<file path="src/rtl/mem_port_arbiter_pkg.sv">
// Shared types for the fetch / load-store memory port arbiter.
package mem_port_arbiter_pkg;

    localparam int XLEN = 32;

    typedef enum logic [1:0] {
        IDLE,
        RESP,
        HOLD
    } state_t;

    typedef enum logic {
        OWN_IF,
        OWN_LS
    } owner_t;

endpackage

</file>
<file path="src/rtl/mem_port_arbiter_if.sv">
// Request/response/memory signal bundle; slave = arbiter side, master = core + memory side.
interface mem_port_arbiter_if #(
    parameter int XLEN = mem_port_arbiter_pkg::XLEN
);
    logic            if_req_valid_i;
    logic            if_req_ready_o;
    logic [XLEN-1:0] if_addr_i;
    logic            if_flush_i;
    logic            if_rsp_valid_o;
    logic            if_rsp_ready_i;
    logic [XLEN-1:0] if_rsp_data_o;
    logic [XLEN-1:0] if_rsp_addr_o;

    logic            ls_req_valid_i;
    logic            ls_req_ready_o;
    logic [XLEN-1:0] ls_addr_i;
    logic            ls_we_i;
    logic [XLEN-1:0] ls_wdata_i;
    logic [3:0]      ls_be_i;
    logic            ls_rsp_valid_o;
    logic            ls_rsp_ready_i;
    logic [XLEN-1:0] ls_rsp_data_o;

    logic            mem_en_o;
    logic            mem_we_o;
    logic [3:0]      mem_be_o;
    logic [XLEN-1:0] mem_addr_o;
    logic [XLEN-1:0] mem_wdata_o;
    logic [XLEN-1:0] mem_rdata_i;

    modport slave (
        input  if_req_valid_i, if_addr_i, if_flush_i, if_rsp_ready_i,
        input  ls_req_valid_i, ls_addr_i, ls_we_i, ls_wdata_i, ls_be_i, ls_rsp_ready_i,
        input  mem_rdata_i,
        output if_req_ready_o, if_rsp_valid_o, if_rsp_data_o, if_rsp_addr_o,
        output ls_req_ready_o, ls_rsp_valid_o, ls_rsp_data_o,
        output mem_en_o, mem_we_o, mem_be_o, mem_addr_o, mem_wdata_o
    );

    modport master (
        output if_req_valid_i, if_addr_i, if_flush_i, if_rsp_ready_i,
        output ls_req_valid_i, ls_addr_i, ls_we_i, ls_wdata_i, ls_be_i, ls_rsp_ready_i,
        output mem_rdata_i,
        input  if_req_ready_o, if_rsp_valid_o, if_rsp_data_o, if_rsp_addr_o,
        input  ls_req_ready_o, ls_rsp_valid_o, ls_rsp_data_o,
        input  mem_en_o, mem_we_o, mem_be_o, mem_addr_o, mem_wdata_o
    );

endinterface

</file>
<file path="src/rtl/mem_port_arbiter_hold.sv">
// Parks a read word when its consumer stalls; capture wins over clear.
// One-cycle capture latency; the held word stays stable until cleared.
module mem_rsp_hold
    import mem_port_arbiter_pkg::*;
#(
    parameter int W = XLEN
) (
    input  logic         m_clock,
    input  logic         p_reset,
    input  logic         capture,
    input  logic         clear,
    input  logic [W-1:0] din,
    output logic [W-1:0] dout,
    output logic         vld
);

    always_ff @(posedge m_clock or posedge p_reset) begin
        if (p_reset) begin
            dout <= '0;
            vld  <= 1'b0;
        end else if (capture) begin
            dout <= din;
            vld  <= 1'b1;
        end else if (clear) begin
            vld  <= 1'b0;
        end
    end

endmodule

</file>
<file path="src/rtl/mem_port_arbiter.sv">
// Shares one single-port sync memory between fetch and load/store; one read in flight.
// Grants drive mem_* in the accept cycle, read data returns next cycle; a stalled response is held and blocks grants.
module mem_port_arbiter
    import mem_port_arbiter_pkg::*;
#(
    parameter int LS_BURST_MAX = 4,
    parameter int XLEN         = mem_port_arbiter_pkg::XLEN
) (
    input  logic                m_clock,
    input  logic                p_reset,
    mem_port_arbiter_if.slave   bus
);

    localparam int SW = $clog2(LS_BURST_MAX + 1);
    localparam logic [SW-1:0] STREAK_MAX = SW'(LS_BURST_MAX);

    state_t          state;
    owner_t          owner;
    logic [SW-1:0]   streak;
    logic [XLEN-1:0] if_addr_q;

    logic            resp_active;
    logic            owner_rdy;
    logic            if_kill;
    logic            grant_ok;
    logic            if_can;
    logic            ls_win;
    logic            if_gnt;
    logic            ls_gnt;
    logic            rd_gnt;
    logic            capture;
    logic            clear;
    logic [XLEN-1:0] hold_dat;
    logic            hold_vld;
    logic [XLEN-1:0] rsp_dat;

    assign resp_active = (state != IDLE);
    assign owner_rdy   = (owner == OWN_IF) ? bus.if_rsp_ready_i : bus.ls_rsp_ready_i;
    // A flushed fetch response frees the port exactly like a consumed one.
    assign if_kill     = resp_active && (owner == OWN_IF) && bus.if_flush_i;

    always_comb begin
        grant_ok = 1'b0;
        unique case (state)
            IDLE:    grant_ok = 1'b1;
            RESP:    grant_ok = owner_rdy || if_kill;
            HOLD:    grant_ok = if_kill;
            default: grant_ok = 1'b0;
        endcase
        grant_ok = grant_ok && !p_reset;
    end

    // Fetch only beats load/store once the streak has saturated.
    assign if_can = bus.if_req_valid_i && !bus.if_flush_i;
    assign ls_win = bus.ls_req_valid_i && !(if_can && (streak == STREAK_MAX));
    assign ls_gnt = grant_ok && ls_win;
    assign if_gnt = grant_ok && if_can && !ls_win;
    assign rd_gnt = if_gnt || (ls_gnt && !bus.ls_we_i);

    assign bus.if_req_ready_o = if_gnt;
    assign bus.ls_req_ready_o = ls_gnt;

    always_comb begin
        bus.mem_en_o    = 1'b0;
        bus.mem_we_o    = 1'b0;
        bus.mem_be_o    = 4'h0;
        bus.mem_addr_o  = '0;
        bus.mem_wdata_o = '0;
        if (ls_gnt) begin
            bus.mem_en_o    = 1'b1;
            bus.mem_we_o    = bus.ls_we_i;
            bus.mem_be_o    = bus.ls_be_i;
            bus.mem_addr_o  = bus.ls_addr_i;
            bus.mem_wdata_o = bus.ls_wdata_i;
        end else if (if_gnt) begin
            bus.mem_en_o    = 1'b1;
            bus.mem_be_o    = 4'hF;
            bus.mem_addr_o  = bus.if_addr_i;
        end
    end

    always_ff @(posedge m_clock or posedge p_reset) begin
        if (p_reset) begin
            state     <= IDLE;
            owner     <= OWN_IF;
            streak    <= '0;
            if_addr_q <= '0;
        end else begin
            if (if_gnt)
                if_addr_q <= bus.if_addr_i;
            if (rd_gnt)
                owner <= if_gnt ? OWN_IF : OWN_LS;

            if (!bus.if_req_valid_i || if_gnt)
                streak <= '0;
            else if (ls_gnt && (streak != STREAK_MAX))
                streak <= streak + 1'b1;

            unique case (state)
                IDLE: state <= rd_gnt ? RESP : IDLE;
                RESP: begin
                    if (grant_ok)
                        state <= rd_gnt ? RESP : IDLE;
                    else
                        state <= HOLD;
                end
                HOLD: begin
                    if (if_kill)
                        state <= rd_gnt ? RESP : IDLE;
                    else if (owner_rdy)
                        state <= IDLE;
                end
                default: state <= IDLE;
            endcase
        end
    end

    assign capture = (state == RESP) && !owner_rdy && !if_kill;
    assign clear   = (state == HOLD) && (owner_rdy || if_kill);

    mem_rsp_hold #(
        .W (XLEN)
    ) u_hold (
        .m_clock (m_clock),
        .p_reset (p_reset),
        .capture (capture),
        .clear   (clear),
        .din     (bus.mem_rdata_i),
        .dout    (hold_dat),
        .vld     (hold_vld)
    );

    assign rsp_dat = hold_vld ? hold_dat : bus.mem_rdata_i;

    assign bus.if_rsp_valid_o = resp_active && (owner == OWN_IF) && !bus.if_flush_i;
    assign bus.ls_rsp_valid_o = resp_active && (owner == OWN_LS);
    assign bus.if_rsp_data_o  = bus.if_rsp_valid_o ? rsp_dat : '0;
    assign bus.ls_rsp_data_o  = bus.ls_rsp_valid_o ? rsp_dat : '0;
    assign bus.if_rsp_addr_o  = if_addr_q;

endmodule

</file>
<file path="src/flat_wrapper.sv">
// flat-port wrapper written by rule: the top's interface ports become plain ports
module mem_port_arbiter_flat import mem_port_arbiter_pkg::*;
#(
    parameter int LS_BURST_MAX = 4,
    parameter int XLEN         = mem_port_arbiter_pkg::XLEN
)
  (m_clock, p_reset, bus_if_req_valid_i, bus_if_addr_i, bus_if_flush_i, bus_if_rsp_ready_i, bus_ls_req_valid_i, bus_ls_addr_i, bus_ls_we_i, bus_ls_wdata_i, bus_ls_be_i, bus_ls_rsp_ready_i, bus_mem_rdata_i, bus_if_req_ready_o, bus_if_rsp_valid_o, bus_if_rsp_data_o, bus_if_rsp_addr_o, bus_ls_req_ready_o, bus_ls_rsp_valid_o, bus_ls_rsp_data_o, bus_mem_en_o, bus_mem_we_o, bus_mem_be_o, bus_mem_addr_o, bus_mem_wdata_o);
  mem_port_arbiter_if #(.XLEN(XLEN)) bus_i ();
  input  logic m_clock;
  input  logic p_reset;
  input wire logic [$bits(bus_i.if_req_valid_i)-1:0] bus_if_req_valid_i;
  input wire logic [$bits(bus_i.if_addr_i)-1:0] bus_if_addr_i;
  input wire logic [$bits(bus_i.if_flush_i)-1:0] bus_if_flush_i;
  input wire logic [$bits(bus_i.if_rsp_ready_i)-1:0] bus_if_rsp_ready_i;
  input wire logic [$bits(bus_i.ls_req_valid_i)-1:0] bus_ls_req_valid_i;
  input wire logic [$bits(bus_i.ls_addr_i)-1:0] bus_ls_addr_i;
  input wire logic [$bits(bus_i.ls_we_i)-1:0] bus_ls_we_i;
  input wire logic [$bits(bus_i.ls_wdata_i)-1:0] bus_ls_wdata_i;
  input wire logic [$bits(bus_i.ls_be_i)-1:0] bus_ls_be_i;
  input wire logic [$bits(bus_i.ls_rsp_ready_i)-1:0] bus_ls_rsp_ready_i;
  input wire logic [$bits(bus_i.mem_rdata_i)-1:0] bus_mem_rdata_i;
  output wire logic [$bits(bus_i.if_req_ready_o)-1:0] bus_if_req_ready_o;
  output wire logic [$bits(bus_i.if_rsp_valid_o)-1:0] bus_if_rsp_valid_o;
  output wire logic [$bits(bus_i.if_rsp_data_o)-1:0] bus_if_rsp_data_o;
  output wire logic [$bits(bus_i.if_rsp_addr_o)-1:0] bus_if_rsp_addr_o;
  output wire logic [$bits(bus_i.ls_req_ready_o)-1:0] bus_ls_req_ready_o;
  output wire logic [$bits(bus_i.ls_rsp_valid_o)-1:0] bus_ls_rsp_valid_o;
  output wire logic [$bits(bus_i.ls_rsp_data_o)-1:0] bus_ls_rsp_data_o;
  output wire logic [$bits(bus_i.mem_en_o)-1:0] bus_mem_en_o;
  output wire logic [$bits(bus_i.mem_we_o)-1:0] bus_mem_we_o;
  output wire logic [$bits(bus_i.mem_be_o)-1:0] bus_mem_be_o;
  output wire logic [$bits(bus_i.mem_addr_o)-1:0] bus_mem_addr_o;
  output wire logic [$bits(bus_i.mem_wdata_o)-1:0] bus_mem_wdata_o;
  assign bus_i.if_req_valid_i = bus_if_req_valid_i;
  assign bus_i.if_addr_i = bus_if_addr_i;
  assign bus_i.if_flush_i = bus_if_flush_i;
  assign bus_i.if_rsp_ready_i = bus_if_rsp_ready_i;
  assign bus_i.ls_req_valid_i = bus_ls_req_valid_i;
  assign bus_i.ls_addr_i = bus_ls_addr_i;
  assign bus_i.ls_we_i = bus_ls_we_i;
  assign bus_i.ls_wdata_i = bus_ls_wdata_i;
  assign bus_i.ls_be_i = bus_ls_be_i;
  assign bus_i.ls_rsp_ready_i = bus_ls_rsp_ready_i;
  assign bus_i.mem_rdata_i = bus_mem_rdata_i;
  assign bus_if_req_ready_o = bus_i.if_req_ready_o;
  assign bus_if_rsp_valid_o = bus_i.if_rsp_valid_o;
  assign bus_if_rsp_data_o = bus_i.if_rsp_data_o;
  assign bus_if_rsp_addr_o = bus_i.if_rsp_addr_o;
  assign bus_ls_req_ready_o = bus_i.ls_req_ready_o;
  assign bus_ls_rsp_valid_o = bus_i.ls_rsp_valid_o;
  assign bus_ls_rsp_data_o = bus_i.ls_rsp_data_o;
  assign bus_mem_en_o = bus_i.mem_en_o;
  assign bus_mem_we_o = bus_i.mem_we_o;
  assign bus_mem_be_o = bus_i.mem_be_o;
  assign bus_mem_addr_o = bus_i.mem_addr_o;
  assign bus_mem_wdata_o = bus_i.mem_wdata_o;
  mem_port_arbiter #(.LS_BURST_MAX(LS_BURST_MAX), .XLEN(XLEN)) u_core (.m_clock(m_clock), .p_reset(p_reset), .bus(bus_i));
endmodule
</file>
<file path="config.mk">
export PLATFORM = sky130hd
export DESIGN_NAME = mem_port_arbiter_flat
export DESIGN_NICKNAME = d
export VERILOG_FILES = /design/src/rtl/mem_port_arbiter_pkg.sv /design/src/rtl/mem_port_arbiter_if.sv /design/src/rtl/mem_port_arbiter_hold.sv /design/src/rtl/mem_port_arbiter.sv /design/src/flat_wrapper.sv
export SDC_FILE = /design/constraint.sdc
export NUM_CORES = 1
export LEC_CHECK = 0
export BUFFER_PORTS_ARGS = -buffer_cell sky130_fd_sc_hd__buf_2
export CORE_ASPECT_RATIO = 0.7
export CORE_MARGIN = 5
export CORE_UTILIZATION = 30
export DETAILED_ROUTE_END_ITERATION = 6
export PLACE_DENSITY = 0.74
export SYNTH_ARGS = -nofsm -noshare
export SYNTH_HDL_FRONTEND = slang
export SYNTH_SLANG_ARGS = --single-unit
</file>
<file path="constraint.sdc">
create_clock -name m_clock -period 2.2 [get_ports m_clock]
set_input_delay 0.11 -clock m_clock [delete_from_list [all_inputs] [get_ports m_clock]]
set_output_delay 0.11 -clock m_clock [all_outputs]
set_load 0.005 [all_outputs]
</file>
==> metrics.md, run 1 <==
| Metric | Value |
|---|---|
| Max-slew violations | 0 |
| Clk sinks | 71 |
| Largest net degree at the start of global routing | 42 |
| Violated checks | negative setup slack |
| CP Capture Type | output port |
| Via count | 4245 |
| Crit Path Category | flop to output port |
| First-pass GRT wire length | ~22000 um |
| Measured slew at the worst slew-check pin | 0.538 ns |
| Die W | 148 um |
| Fin cells | approximately 880 |
| Max Clock Skew | 0.0128 ns |
| Synthesis-to-finish area growth | 69.3% |
| Drt drc | 0 |
| Fin nets | 855 |
| Hold WS | 0.0203 ns |
| Port bufs | 309 |
| Multiplexer area fraction after synthesis | a little over a quarter |
| Die Area | between 15000 and 20000 um2 |
| Post-synthesis adder-cell area fraction | less than 1% |
| R2r worst-path depth | 8 |
| Maximum fanout along the worst path | 8 |
| HP Class | primary input to flop |
| GRT overflow | 0 |
| Post-synth EDFFs | 0 |
| Vias in the first global route | approximately 4200 |
| Synth Area in Compound Gates | around a tenth |
| Synth Warn # | 0 |
| Largest family of logic cells by synthesized area | multiplexers |
| Rows | 35 |
| Max clock buf depth | 2 |
| Diode count | 0 |
| Synth Area in Simple Gates | between 10% and 20% |
| #FFs+latches synth | a little over 70 |
| Crit share post-route | 103% |
| Place WS | between 0.03 and 0.04 ns |
| Worst Setup Start Kind | flop |
| Max Cap Viol | 0 |
| Starting density of the core | a little under a third |
| Peak supply drop | around 0.39 mV |
| Worst-path clk slew | about 0.06 ns |
| Die H | approximately 110 um |
| Tmin final | roughly 2.3 ns |
| CTS tree | done |
| Yosys cell types | 32 |
| Vias per cell | a little under 5 |
| GPL Wtd Cong | about 0.8 |
| Power density of the placed cells | between 800 and 900 nW/um2 |
| Overall Power | ~0.006 W |
| Synthesized instance count | about 380 |
| Syn nets | 521 |
| Outcome | finished with violations |
| Clock Tree Root | clkbuf_16 |
| Io pins | 310 |
| 1st-pass router iterations | 5 |
| Data arrival, critical path | ~2.2 ns |
| Syn avg cell area | between 10 and 15 um2 |
| Worst skew pair latency | 0.34 ns |
| Final hold vios | 0 |
| Placed Instances | roughly 840 |
| Async SR Flop Fraction | 100% |
| Crit path to | bus_mem_wdata_o[1] |
| Post-DP HPWL | between 10000 and 15000 um |
| CTS buffer count | 9 |
| Post-synthesis cell area | between 4000 and 5000 um2 |
| Slew HR | 64.1% |
| Share of layout cells above drive strength 1 | about 65% |
| Antenna violations before repair | 0 |
| P_leak | around 3.9 nW |
| Initial drt markers | a little under 300 |
| RSZ-0062 raised after global routing | yes |
| Crit path launch | u_core.state[0]$_DFFE_PP0P_ |
| Fmax | 439 MHz |
| Final setup fails | 55 |
| Capturing point of the worst reg2reg path | u_core.bus.if_rsp_addr_o[30]$_DFFE_PP0N_ |
| Setup slack on the worst flop-to-flop path | 0.13 ns |
| Seq/Total Area, Yosys | between 40% and 50% |
| Synth Area in XOR/XNOR | 0% |
| Prevailing post-synth register cell | dfrtp_1 |
| Worst r2r src | u_core.state[0]$_DFFE_PP0P_ |
| Total Routing Usage GR | between 10% and 20% |
| Core ar. | roughly 13000 um2 |
| H-tree depth | 3 |
| Setup WS post-layout | -0.0768 ns |
| Detailed Route WL | around 17000 um |
| Setup_tns | -2.77 ns |
| Post-route ant nets | 0 |
| CP Data Required Time | around 2.1 ns |
| Routed wire per std cell | between 15 and 20 um |
-- cells in the final DEF, fill, tap and decap left out, types with 3 or more instances in the layout --
cell         n
o21ai_2      3
mux2i_1     33
buf_6       24
and2_1      10
clkinv_4     3
buf_12       9
mux2_2      64
dfrtp_1     70
a21o_1       5
a22o_1      32
clkbuf_16   16
inv_1        5
buf_2      286
nor2_1      67
and2_4      23
nand2_1      8
and3_1       3
o21ai_0      5
buf_4       18
-- state kept, by name, indices dropped and copies added (netlist names) --
register	flops
u_core.state	2
u_core.u_hold.vld	1
u_core.u_hold.dout	32
u_core.streak	3
u_core.owner	1
u_core.bus.if_rsp_addr_o	32
-- synth_stat cells (2+ instances only) --
cell type / n / area share [%]
nand3_1: 2 / 0.25
nor2_1: 67 / 6.2
and3_1: 3 / 0.47
nand2b_1: 2 / 0.31
buf_2: 10 / 1.2
clkbuf_1: 11 / 1.0
mux2i_1: 33 / 8.2
and2_1: 33 / 5.1
buf_4: 4 / 0.75
o22ai_1: 2 / 0.31
a21o_1: 5 / 0.93
inv_2: 2 / 0.19
o21ai_1: 3 / 0.37
ha_1: 2 / 0.62
o21ai_0: 5 / 0.62
dfrtp_1: 71 / 44
a22o_1: 32 / 7.0
inv_1: 6 / 0.56
nand2_1: 8 / 0.75
clkbuf_2: 3 / 0.37
mux2_2: 64 / 18
-- cell type report --
type,instances,area [um2]
multi-input cells,272,2170
repair inverters,3,33.8
inverters,8,48.8
well taps,166,208
clock inverters,7,81.3
clock buffers,9,225
fillers,1200,6320
repair buffers,348,2270
flip-flops and latches,71,1780
-- critical path, cell delays in order, from the launching register on --
cell and delay (ns):
dfrtp_1 0.38, or3b_4 0.41, a21oi_4 0.19, o2111ai_4 0.16, inv_4 0.14, buf_12 0.16
clkbuf_16 0.17, and2_1 0.12, buf_2 0.10
-- logic make-up (layout without fill, tap and decap cells) --
group	count (synthesis)	after routing
AOI/OAI and AO/OA	52	52
adders and majority gates	2	2
buffers and inverters	36	375
muxes	97	97
and+or+nand+nor	121	121
DFF	71	71
-- per-layer routing --
layer | vias up | share of wire (%) | global-route usage [%]
li1 | 2001 | - | -
met1 | 2060 | 45 | 24.7
met3 | 14 | 6.5 | 4.06
met5 | - | 0 | 0
met2 | 170 | 48 | 28.2
met4 | 0 | 0.88 | 4.22
-- how the worst min path moves through the flow --
stage / start / endpoint / slack [ns] / depth (start not counted)
2_1_floorplan: bus_ls_we_i / u_core.owner$_DFFE_PP0N_ / 0.19 / 1
3_3_place_gp: p_reset / u_core.u_hold.dout[9]$_DFFE_PP0P_ / 0.26 / 3
3_5_place_dp: p_reset / u_core.u_hold.dout[9]$_DFFE_PP0P_ / 0.27 / 3
4_1_cts: bus_mem_rdata_i[22] / u_core.u_hold.dout[22]$_DFFE_PP0P_ / 0.008 / 2
5_1_grt: bus_mem_rdata_i[25] / u_core.u_hold.dout[25]$_DFFE_PP0P_ / 0.01 / 2
6_report: bus_mem_rdata_i[22] / u_core.u_hold.dout[22]$_DFFE_PP0P_ / 0.02 / 2
-- power breakdown --
part           switching, W  total, W  leakage (nW)  internal [W]
clock              0.000596   0.00149         0.152      0.000893
combinational       0.00110   0.00244          2.86       0.00134
sequential         0.000265   0.00208         0.856       0.00181
total               0.00196   0.00601          3.86       0.00405
-- what timing repair did --
| item | 4_1_cts | 5_1_grt |
|---|---|---|
| gates cloned | 3 | 11 |
| pin swaps | 5 | 27 |
| resized for setup | 10 | 53 |
| buffers inserted | 9 | 6 |
| hold buffers | 2 | 0 |
| endpoints found under the setup margin | 71 | 71 |
| endpoints found under the hold margin | 72 | 0 |
-- through the flow --
step | utilization, % | cell area [um2]
after floorplan | - | 4030
after global placement | 44.1 | 5790
after detailed placement | 44.1 | 5790
after CTS | 48.1 | 6320
after global routing | 51.9 | 6820
final | 51.9 | 6820
(Power assumes the default switching activity.)
==> inputs of run 2 (changes only) <==
CELL_PAD_IN_SITES_DETAIL_PLACEMENT = 0   (was default)
CELL_PAD_IN_SITES_GLOBAL_PLACEMENT = 2   (was default)
CORE_UTILIZATION = 19   (was 30)
MAX_ROUTING_LAYER = met4   (was default)
PLACE_DENSITY = 0.86   (was 0.74)
clock period = 1.9 ns   (was 2.2 ns; I/O delays follow)
==> metrics.md, run 2 (synthesis gave the netlist of run 1 again) <==
| Metric | Value |
|---|---|
| Gate power share | 39.9% (-0.7 points) |
| R2r worst-path depth | 8 (unchanged) |
| Total Routing Usage GR | 12.5% (-5.2 points) |
| CP Data Required Time | 1.80 ns (-0.29 ns) |
| Met2 wire length | 7660 um (-3.4%) |
| Tmin final | 2.19 ns |
| RSZ-0062 raised after global routing | yes |
| Max clock buf depth | 2 (unchanged) |
| Routed wire per std cell | 15.8 um (-16%) |
| Post-route ant nets | 0 (unchanged) |
| Diode count | 0 (unchanged) |
| Initial drt markers | 183 (-38%) |
| Die H | 132 um (+23%) |
| Worst skew pair latency | 0.33 ns (about the same) |
| Io pins | 310 (unchanged) |
| WP depth | 8 (unchanged) |
| Vias in the first global route | 4288 (+3.0%) |
| Largest net degree at the start of global routing | 38 (-9.5%) |
| DR WL met3 | 835 um (-22%) |
| Commonest non-fill, non-tap cell in the layout | buf_2 |
| Finished Cell Area | 6930 um2 (+1.7%) |
| CP delay by family, top | buffers and inverters |
| Final core utilization | 33.3% (-19 points) |
| Outcome | finished with violations |
| Rows | 44 (+26%) |
| Max-slew violations | 0 (unchanged) |
| GRT overflow | 0 (unchanged) |
| Worst Setup Start Kind | flop |
| Clk pwr share | 25.1% (+0.3 points) |
| Worst path cell trace | or3b_4 -> a21oi_4 -> o2111ai_2 -> inv_2 -> buf_12 -> buf_12 -> a22o_1 -> buf_2 |
| Detailed Route WL | 16200 um (-2.2%) |
| Violated checks | negative setup slack |
| GPL Wtd Cong | 0.806 (-0.25%) |
| Top Metal Used | met4 |
| Port bufs | 309 (unchanged) |
| Power density of the placed cells | 984 nW/um2 (+12%) |
| Fin nets | 886 (+3.6%) |
| Die W | 184 um (+24%) |
| M1 WL | 7610 um (+2.4%) |
| Switching Share | 32.5% (-0.11 points) |
| Share of layout cells above drive strength 1 | 58.9% (-5.7 points) |
| WHS Path Cells | 2 (unchanged) |
| Max Clock Skew | 0.00650 ns (-0.00627 ns) |
| Starting density of the core | 19.3% (-11 points) |
| CTS buffer count | 9 (unchanged) |
| First-pass GRT wire length | 23700 um (+5.8%) |
| Slowest-stage cell, CP | or3b_4 |
| Buf/Inv on CP | 4 (unchanged) |
| Vias per cell | 4.11 (-14%) |
| Core ar. | 20800 um2 (+58%) |
| Setup WS post-layout | -0.294 ns (-0.218 ns) |
| Maximum fanout along the worst path | 14 (+6) |
| CP Capture Type | output port |
| Area post-placement | 6110 um2 (+5.5%) |
| Max Cap Viol | 0 (unchanged) |
| Peak supply drop | 0.419 mV (+6.7%) |
| CTS tree | done |
| Cell mode on critical path | buf_12 |
| Crit Path Category | flop to output port |
| Slew HR | 68.7% (+4.6 points) |
| Most frequent cells in the layout | buf_2 (309), dfrtp_1 (70), nor2_1 (67) |
| Drt drc | 0 (unchanged) |
| Data arrival, critical path | 2.10 ns (-0.07 ns) |
| 1st-pass router iterations | 4 (-1) |
| Fmax | roughly 460 MHz |
| Worst-path clk slew | 0.06 ns (about the same) |
| Place WS | -0.0104 ns (-0.0452 ns) |
| Int Pwr | 0.00460 W (+14%) |
| Post-DP HPWL | 12100 um (+8.3%) |
| Clock Tree Root | clkbuf_16 |
| Switching power | 0.00222 W (+13%) |
| Final setup fails | 88 (+60%) |
| Final hold vios | 0 (unchanged) |
| Antenna violations before repair | 0 (unchanged) |
| CP max stage delay | 0.41 ns (about the same) |
| HP Class | primary input to flop |
| Crit share post-route | 115% |
| Clk sinks | 71 (unchanged) |
| Measured slew at the worst slew-check pin | 0.469 ns (-0.0689 ns) |
| Die Area | 24200 um2 (+53%) |
| H-tree depth | 3 (unchanged) |
| Reg power frac | 35.1% (+0.5 points) |
| Synthesis-to-finish area growth | 72.1% |
| P_leak | 3.88 nW (+0.33%) |
| Via count | 4210 (-0.82%) |
-- run 2: layout make-up --
class                      instances  area (um2)
inverter                           8        38.8
tap                              276         345
clock buffer                       9         225
multi-input combinational        272        2110
fill                            2193       13900
sequential                        71        1780
timing repair buffer             382        2360
clock inverter                     7        72.6
-- run 2: path summary, 6_finish.rpt --
path,from,endpoint,slack [ns]
setup reg to reg,u_core.state[0]$_DFFE_PP0P_,u_core.bus.if_rsp_addr_o[19]$_DFFE_PP0N_,-0.15
hold reg to reg,u_core.bus.if_rsp_addr_o[9]$_DFFE_PP0N_,u_core.bus.if_rsp_addr_o[9]$_DFFE_PP0N_,0.50
max in group asynchronous,p_reset,u_core.bus.if_rsp_addr_o[8]$_DFFE_PP0N_,0.98
hold / removal,bus_if_addr_i[28],u_core.bus.if_rsp_addr_o[28]$_DFFE_PP0N_,0.02
min in group asynchronous,p_reset,u_core.state[1]$_DFFE_PP0P_,0.36
setup / recovery,u_core.state[0]$_DFFE_PP0P_,bus_mem_addr_o[15],-0.29
-- run 2: what timing repair did --
action	in CTS	in global routing
setup buffers	2	4
hold endpoints to repair	57	0
resized for setup	7	6
gates cloned	1	3
pin swaps	0	1
hold buffers	34	0
endpoints found under the setup margin	72	99
-- run 2: layer usage --
metal  vias to the layer above  track usage, %
met4                         0            2.26
met2                       149            19.9
met1                      2001            16.5
met3                         8            2.87
li1                       2052               -
met5                         -               -
-- run 2: stage by stage --
step | power, W | cells | TNS, ns | hold slack, ns
after floorplan | 0.00388 | 379 | 0 | 0.177
after global placement | 0.00500 | 965 | 0 | 0.179
after detailed placement | 0.00505 | 965 | -0.0676 | 0.171
after CTS | 0.00691 | 1018 | -19.22 | 0.000617
after global routing | 0.00732 | 1025 | -27.73 | 0.00244
final | 0.00682 | 1025 | -19.79 | 0.0180
-- run 2: power by group through the flow --
stage	sequential (W)	clock (W)	combinational, W
detailed placement	0.00241	0	0.00263
global placement	0.00237	0	0.00263
CTS	0.00239	0.00180	0.00272
finish	0.00239	0.00171	0.00272
floorplan	0.00237	0	0.00151
global route	0.00246	0.00187	0.00299
==> inputs of run 3 (changes only) <==
BUFFER_PORTS_ARGS = -buffer_cell sky130_fd_sc_hd__clkbuf_2   (was -buffer_cell sky130_fd_sc_hd__buf_2)
==> metrics.md, run 3 (synthesis gave the netlist of run 1 again) <==
| Metric | Value |
|---|---|
| Largest net degree at the start of global routing | 34 (-11%) |
| Slew HR | 70.5% (+1.8 points) |
| Rows | 44 (unchanged) |
| Via count | 4318 (+2.6%) |
| Fin nets | 892 (+0.68%) |
| Clk pwr share | 23.6% (-1.5 points) |
| Worst r2r src | u_core.state[0]$_DFFE_PP0P_ |
| Fmax | 455 MHz (-0.19%) |
| Setup_tns | -23.62 ns (-3.84 ns) |
| Port bufs | 309 (unchanged) |
| Most frequent cells in the layout | clkbuf_2 (266), dfrtp_1 (70), mux2_2 (50) |
| GRT overflow | 0 (unchanged) |
| CTS tree | done |
| Final core utilization | 35.6% (+2.3 points) |
| Crit path launch | u_core.state[0]$_DFFE_PP0P_ |
| Setup slack on the worst flop-to-flop path | -0.16 ns (about the same) |
| Drt drc | 0 (unchanged) |
| Io pins | 310 (unchanged) |
| Commonest non-fill, non-tap cell in the layout | clkbuf_2 |
| Peak supply drop | 0.391 mV (-6.7%) |
| Max Cap Viol | 0 (unchanged) |
| Routed wire per std cell | 17.2 um (+8.7%) |
| Clk sinks | 71 (unchanged) |
| Crit share post-route | 116% (+0.22 points) |
| Starting density of the core | 19.3% (unchanged) |
| Setup WS post-layout | -0.299 ns (-0.00412 ns) |
| Worst-path clk slew | 0.06 ns (about the same) |
| RSZ-0062 raised after global routing | yes |
| Capturing point of the worst reg2reg path | u_core.bus.if_rsp_addr_o[26]$_DFFE_PP0N_ |
| Max Clock Skew | 0.00884 ns (+0.00234 ns) |
| First-pass GRT wire length | 25600 um (+8.3%) |
| P_leak | 4.01 nW (+3.4%) |
| Tmin final | 2.20 ns (+0.00412 ns) |
| Detailed Route WL | 17700 um (+9.3%) |
| Worst Setup Start Kind | flop |
| Data arrival, critical path | 2.10 ns (about the same) |
| Initial drt markers | 173 (-5.5%) |
| Die H | 132 um (unchanged) |
| Gate power share | 43.3% (+3.4 points) |
| Share of layout cells above drive strength 1 | 63.3% (+4.4 points) |
| 1st-pass router iterations | 4 (unchanged) |
| R2r worst-path depth | 7 (-1) |
| Switching Share | 33.8% (+1.3 points) |
| Maximum fanout along the worst path | 12 (-2) |
| Footprint of the multi-input gates | 2320 um2 (+10%) |
| Hold WS | 0.0149 ns (-0.00307 ns) |
| Final hold vios | 0 (unchanged) |
| GPL Wtd Cong | 0.811 (+0.66%) |
| Outcome | finished with violations |
| H-tree depth | 3 (unchanged) |
| Power density of the placed cells | 985 nW/um2 (+0.14%) |
| Overall Power | 0.00730 W (+7.1%) |
| Number of fill cells in the layout | 2141 (-2.4%) |
| Post-DP HPWL | 12400 um (+1.8%) |
| Switching power | 0.00247 W (+11%) |
| Reg power frac | 33.1% (-2.0 points) |
| Worst skew pair latency | 0.33 ns (about the same) |
| Clock Tree Root | clkbuf_16 |
| Post-route ant nets | 0 (unchanged) |
| Die W | 184 um (unchanged) |
| Vias per cell | 4.19 (+2.0%) |
| Total Routing Usage GR | 13.7% (+1.2 points) |
| CP Capture Type | output port |
| Crit Path Category | flop to output port |
| CTS buffer count | 9 (unchanged) |
| Int Pwr | 0.00483 W (+5.1%) |
| CP Data Required Time | 1.80 ns (about the same) |
| Crit path to | bus_mem_addr_o[12] |
| Max clock buf depth | 2 (unchanged) |
| Max-slew violations | 0 (unchanged) |
| HP Class | primary input to flop |
| Synthesis-to-finish area growth | 84.1% |
| Antenna violations before repair | 1 (+1) |
| Final setup fails | 114 (+30%) |
| Die Area | 24200 um2 (unchanged) |
| Core ar. | 20800 um2 (unchanged) |
| Measured slew at the worst slew-check pin | 0.443 ns (-0.0262 ns) |
| Violated checks | negative setup slack |
| Vias in the first global route | 4395 (+2.5%) |
| Seq. cell area | 1780 um2 (unchanged) |
run 3: changes by cell type in the layout (fill, tap and decap cells not counted), sizes merged:
cell and change:
bufbuf +1, inv -2, clkbuf +268, diode +1, dlygate4sd3 -3, buf -259
run 3: repair_timing:
item	CTS	global route
cloned	6	5
pin swaps	6	13
gates resized for setup	40	92
endpoints found under the setup margin	104	162
endpoints found under the hold margin	38	1
hold buffers	30	1
setup buffers	4	3
run 3: worst min path at each step:
stage,start,endpoint,cells past startpoint
floorplan,bus_ls_we_i,u_core.owner$_DFFE_PP0N_,1
global placement,p_reset,u_core.state[0]$_DFFE_PP0P_,2
detailed placement,p_reset,u_core.state[0]$_DFFE_PP0P_,2
CTS,bus_if_addr_i[25],u_core.bus.if_rsp_addr_o[25]$_DFFE_PP0N_,2
global route,bus_mem_rdata_i[12],u_core.u_hold.dout[12]$_DFFE_PP0P_,2
finish,bus_if_addr_i[5],u_core.bus.if_rsp_addr_o[5]$_DFFE_PP0N_,2
run 3: power by group through the flow:
| stage | Sequential [W] | Combinational (W) | Clock (W) |
|---|---|---|---|
| final | 0.00241 | 0.00316 | 0.00173 |
| after global routing | 0.00248 | 0.00345 | 0.00185 |
| after CTS | 0.00240 | 0.00296 | 0.00179 |
| after detailed placement | 0.00242 | 0.00270 | 0 |
| after global placement | 0.00238 | 0.00269 | 0 |
| after floorplan | 0.00237 | 0.00151 | 0 |
run 3: cell type report:
cell class | count | area share, %
repair buffers | 388 | 35.4
multi-input cells | 272 | 31.3
flip-flops and latches | 71 | 24.0
well taps | 276 | 4.66
clock buffers | 10 | 3.22
clock inverters | 5 | 0.793
inverters | 8 | 0.591
diodes | 1 | 0.0338
run 3: routing by layer:
metal	track usage, %	vias up	part of all wire, %
li1	-	2069	-
met1	18.8	2062	48
met2	20.7	165	45
met3	3.14	22	5.8
met4	3.16	0	1.4
met5	-	-	0
run 3: per-stage QoR:
| stage | cells | cell area, um2 | setup slack, ns |
|---|---|---|---|
| floorplan | 379 | 4030 | 0.00843 |
| global placement | 967 | 6160 | 0.0110 |
| detailed placement | 967 | 6160 | -0.0363 |
| CTS | 1022 | 7110 | -0.330 |
| global route | 1031 | 7410 | -0.403 |
| finish | 1031 | 7410 | -0.299 |
run 3: worst max-delay path, cell delays in order, from the launching register on:
cell and delay, ns:
dfrtp_1 0.39, or3b_4 0.41, a21oi_4 0.17, o2111ai_2 0.15
inv_2 0.11, buf_12 0.16, buf_12 0.14, a22o_1 0.12
clkbuf_2 0.11
